**config.mk**
```make
export PLATFORM = sky130hd
export DESIGN_NAME = encrypt_function_4
export DESIGN_NICKNAME = d
export VERILOG_FILES = /design/src/rtl/encrypt_function_4.sv
export SDC_FILE = /design/constraint.sdc
export NUM_CORES = 1
export LEC_CHECK = 0
export CORE_ASPECT_RATIO = 1.75
export CORE_MARGIN = 10
export CORE_UTILIZATION = 30
export CTS_BUF_LIST = sky130_fd_sc_hd__clkbuf_8
export CTS_CLUSTER_DIAMETER = 40
export DETAILED_ROUTE_END_ITERATION = 6
export PLACE_DENSITY_LB_ADDON = 0.08
export SYNTH_ARGS = -nofsm -noshare
export SYNTH_HDL_FRONTEND = slang
export SYNTH_SLANG_ARGS = --single-unit
export TNS_END_PERCENT = 30
```
**constraint.sdc**
```tcl
create_clock -name Clk -period 2.35 [get_ports Clk]
set_input_delay 0.47 -clock Clk [delete_from_list [all_inputs] [get_ports Clk]]
set_output_delay 0.47 -clock Clk [all_outputs]
set_load 0.01 [all_outputs]
```
**src/rtl/encrypt_function_4.sv**
```systemverilog
// Encrypts a 60-bit plaintext by adding a key expanded from a free-running 11-bit LFSR.
// The addition is done serially in four 15-bit slices; the packet is held until accepted downstream.
module encrypt_function_4 (
    input  logic        Clk,
    input  logic        Rst_n,
    input  logic        in_valid,
    output logic        in_ready,
    input  logic [59:0] plain,
    input  logic [5:0]  tag,
    output logic        out_valid,
    input  logic        out_ready,
    output logic [0:77] out_packet
);

    typedef enum logic [1:0] {IDLE, ADD, HOLD} state_t;

    state_t      state;
    logic [10:0] lfsr;
    logic [59:0] plain_q;
    logic [59:0] key_q;
    logic [59:0] sum_q;
    logic [5:0]  tag_q;
    logic [10:0] rand_q;
    logic        carry;
    logic [1:0]  slice_cnt;
    logic [15:0] slice_sum;
    logic [59:0] key_now;

    assign key_now   = {lfsr, ~lfsr, ~lfsr, lfsr, ~lfsr, lfsr[10:6]};
    assign slice_sum = {1'b0, plain_q[14:0]} + {1'b0, key_q[14:0]} + {15'd0, carry};

    always_ff @(posedge Clk or negedge Rst_n) begin
        if (!Rst_n) begin
            lfsr <= 11'h001;
        end else begin
            lfsr <= {lfsr[9:0], lfsr[10] ^ lfsr[8]};
        end
    end

    // Operands shift down one slice per cycle; sum slices enter at the top,
    // so after four cycles sum_q[59:15] holds slices 2..0 in place.
    always_ff @(posedge Clk or negedge Rst_n) begin
        if (!Rst_n) begin
            state      <= IDLE;
            in_ready   <= 1'b1;
            out_valid  <= 1'b0;
            out_packet <= '0;
            plain_q    <= '0;
            key_q      <= '0;
            sum_q      <= '0;
            tag_q      <= '0;
            rand_q     <= '0;
            carry      <= 1'b0;
            slice_cnt  <= '0;
        end else begin
            case (state)
                IDLE: begin
                    if (in_valid) begin
                        plain_q   <= plain;
                        tag_q     <= tag;
                        rand_q    <= lfsr;
                        key_q     <= key_now;
                        carry     <= 1'b0;
                        slice_cnt <= '0;
                        in_ready  <= 1'b0;
                        state     <= ADD;
                    end
                end
                ADD: begin
                    plain_q   <= {15'd0, plain_q[59:15]};
                    key_q     <= {15'd0, key_q[59:15]};
                    sum_q     <= {slice_sum[14:0], sum_q[59:15]};
                    carry     <= slice_sum[15];
                    slice_cnt <= slice_cnt + 2'd1;
                    if (slice_cnt == 2'd3) begin
                        out_packet <= {tag_q, rand_q, slice_sum[15], slice_sum[14:0], sum_q[59:15]};
                        out_valid  <= 1'b1;
                        state      <= HOLD;
                    end
                end
                HOLD: begin
                    if (out_ready) begin
                        out_valid <= 1'b0;
                        in_ready  <= 1'b1;
                        state     <= IDLE;
                    end
                end
                default: begin
                    state <= IDLE;
                end
            endcase
        end
    end

endmodule

```
==> flow_metrics.tcl <==
set metrics [dict create \
    synth_seq_area_share 0.6119 \
    path_cells "ha_1 > a21oi_2 > o21bai_4 > a41oi_2 > o31ai_2 > or4b_1 > nand3_1" \
    seq_power_share 0.375 \
    timing.rr.start "key_q[7]" \
    synthCells 1085 \
    fin_crit_sh 0.9436 \
    yosys_warnings 0 \
    yosys.area_share.simple 0.1552 \
    grt_pass1_vias 8637 \
    layout.cells.non_filler 1757 \
    period_minus_slack_ps 2217 \
    r2r_cells 7 \
    p_sw_mw 8.338 \
    synth-adder-area-share 0.02002 \
    hpwl_mm 21.97 \
    end_kind "register" \
    finalSetupViolCount 0 \
    cpPeakStageDelay_ps 470 \
    worstPathRequired_ps 2850 \
    fp.dieH_um 277.6 \
    io_pins 150 \
    r2r-end "out_packet[18]" \
    drv_cap 0 \
    yosysUniqueCellTypes 44 \
    synthToLayoutAreaGrowth_pct 27.60 \
    leakage_nw 6.909 \
    via_per_inst 4.686 \
    yosys.area_share.xor_xnor 0.008471 \
    syn_area_um2 11370 \
    cts_buffer_depth 3 \
    syn_nets 1172 \
    core_area_um2 37520 \
    ys_ff_latch 278 \
    swShare 0.3889 \
    drt-total-wl_mm 31.13 \
    cts_tree "built" \
    synthMuxAreaShare 0.06414 \
    cp_top_family "compound AO/OA/AOI/OAI gates" \
    hold_viol_final 0 \
    outcome "finished clean" \
    hold_class "primary input to asynchronous set/reset pin" \
    drtIter0Drc 345 \
    cts_setup_buffers 0 \
    avgSynthCellArea_um2 10.48 \
    finalMaxSlewViolations 0 \
    vdd_drop_max_v 0.0004785 \
    dr.pass1.iters 4 \
    p_int_mw 13.10 \
    via_count 8234 \
    crit_slowest_cell "or4b_1" \
    skew_ps 25.07 \
    synth_edf_count 0 \
    drive_gt1_frac 0.1418 \
    chipWidth_um 167.2 \
    synth-compound-area-share 0.1128 \
    cts_root_buffer "clkbuf_8" \
    crit_fanout 5 \
    grt_overflow 0 \
    place_area_um2 13640 \
    cp-start-kind "register" \
    setup_ws_ps 132.6 \
    final_nets 1337 \
    criticalPathCategory "register to register" \
    routabilityCongestion 0.7694 \
    combPwrFrac 0.441 \
    antenna_found_initial 1 \
    path_clk_slew_ps 60 \
    tightestPinTransition_ps 514.6 \
    antenna_left 0 \
    reg2reg_slack_ps 130 \
    cts.htree.levels 2 \
    grt_usage 0.1330 \
    dp_worst_setup_slack_ps -79.45 \
    synth_top_family_by_area "simple AND/OR/NAND/NOR gates" \
    synthArstFlopShare 1.000 \
    grt_pass1_wl_mm 50.18 \
    rows 94 \
    avgRoutedWirePerCell_um 17.72 \
    io_buffer_count 149 \
    maxSlewHeadroom 0.6565 \
    critical_path.endpoint "out_packet[18]" \
    fmax_mhz 451.0 \
    cp.arrival_ps 2720 \
    grt_max_degree 85 \
    drc 0 \
    clock_sinks 278 \
    worst_hold_slack_ps 382.0 \
    stdcell_area_um2 14510 \
    path_buf_inv 0 \
    p_per_area_nw_per_um2 1477 \
    startpoint "key_q[7]" \
    start_util 0.3031 \
    numCtsBuffers 43 \
    utilization 0.3868 \
    synth_ff_type "dfrtp_1" \
    clock_latency_ps 580 \
    worstSetupPathDepth 7 \
    clockPowerShare 0.184 \
    place_inst 1684 \
    design.die.area_um2 46410 \
]
[sequential cells by signal, indices dropped and copies added, names as in the netlist]
register    flops
carry           1
plain_q        60
in_ready        1
out_valid       1
tag_q           6
rand_q         11
key_q          60
slice_cnt       2
state           2
lfsr           11
out_packet     78
sum_q          45
[repair_timing]
| action | CTS | global route |
|---|---|---|
| hold buffers | 1 | 0 |
| endpoints found under the setup margin | 3 | 19 |
| resized for setup | 2 | 11 |
| pin swaps | 0 | 3 |
| hold endpoints to repair | 37 | 0 |
[how the worst min path moves through the flow]
stage | startpoint | to | slack (ps) | depth (start not counted)
floorplan | Rst_n | carry | 170 | 0
detailed placement | lfsr[9] | lfsr[10] | 380 | 0
global route | Rst_n | out_packet[69] | 390 | 2
CTS | Rst_n | out_packet[68] | 360 | 2
global placement | lfsr[9] | lfsr[10] | 370 | 0
finish | Rst_n | out_packet[68] | 380 | 2
[cells in the mapped netlist (all sizes together) (2+ instances only)]
| cell | count | area [um^2] |
|---|---|---|
| o31a | 2 | 18.77 |
| clkbuf | 39 | 146.4 |
| o211ai | 3 | 22.52 |
| o21ai | 51 | 255.3 |
| nand2b | 3 | 18.77 |
| nand4b | 3 | 26.28 |
| ha | 15 | 187.7 |
| nand2 | 325 | 1220 |
| dfrtp | 276 | 6907 |
| a211oi | 5 | 37.54 |
| nand3 | 25 | 125.1 |
| mux2i | 2 | 20.02 |
| a31oi | 49 | 306.5 |
| a21oi | 34 | 173.9 |
| and2 | 6 | 37.54 |
| o21bai | 4 | 41.29 |
| a221o | 22 | 220.2 |
| nor3b | 2 | 15.01 |
| a21o | 21 | 160.2 |
| xor2 | 8 | 70.07 |
| nand4 | 2 | 12.51 |
| xnor2 | 3 | 26.28 |
| mux2 | 63 | 709.4 |
| buf | 29 | 136.4 |
| inv | 8 | 30.03 |
| fa | 2 | 40.04 |
| nor2 | 71 | 266.5 |
| dfstp | 2 | 52.55 |
[per-stage QoR]
step,power (mW),setup TNS [ps]
after floorplan,13.58,0
after global placement,17.53,-5.648
after detailed placement,17.65,-102.7
after CTS,21.77,0
after global routing,23.35,-0.6737
final,21.44,0
[kinds of logic after synthesis]
family          Yosys count
fa+ha+maj                17
simple gates            443
flops                   278
compound gates          195
buf+inv                  76
mux                      65
xor+xnor                 11
[worst reg2reg max path: cells and delay by family (launching register included)]
family | cells | cell delay, ps
compound gates | 4 | 740
fa+ha+maj | 1 | 390
simple gates | 2 | 560
flops | 1 | 450
[placed cells by master (no fill, tap or decap), drive strengths merged, types with 21 or more instances in the layout]
cell type and instances:
a221o 22, nand3 25, nor2 71, a21o 21, a31oi 49, o21ai 51, nand2 325, clkdlybuf4s50 148
inv 28, buf 39, mux2 63, clkbuf 48, a21oi 34, dfrtp 276
[power groups by stage]
| stage | sequential (mW) | combinational (mW) | clock [mW] |
|---|---|---|---|
| floorplan | 7.90 | 5.68 | 0 |
| global placement | 8.13 | 9.40 | 0 |
| detailed placement | 8.16 | 9.49 | 0 |
| CTS | 8.08 | 9.54 | 4.15 |
| global route | 8.30 | 10.7 | 4.34 |
| finish | 8.04 | 9.45 | 3.95 |
[area by class of cell]
| type | instances | area [um^2] |
|---|---|---|
| multi-input combinational | 731 | 4180 |
| clock inverter | 23 | 150.1 |
| fill | 3763 | 23010 |
| antenna | 1 | 2.502 |
| sequential | 278 | 6959 |
| inverter | 8 | 30.03 |
| tap | 480 | 600.6 |
| timing repair buffer | 188 | 1929 |
| clock buffer | 48 | 660.6 |
[metal layers]
metal,global-route usage,share of wire,up-vias
met5,0,0,-
met4,0.04971,0.030,0
met3,0.02846,0.046,59
met2,0.2318,0.51,174
met1,0.1564,0.41,3988
li1,-,-,4013
No activity file was read; power rests on OpenSTA's default activity.
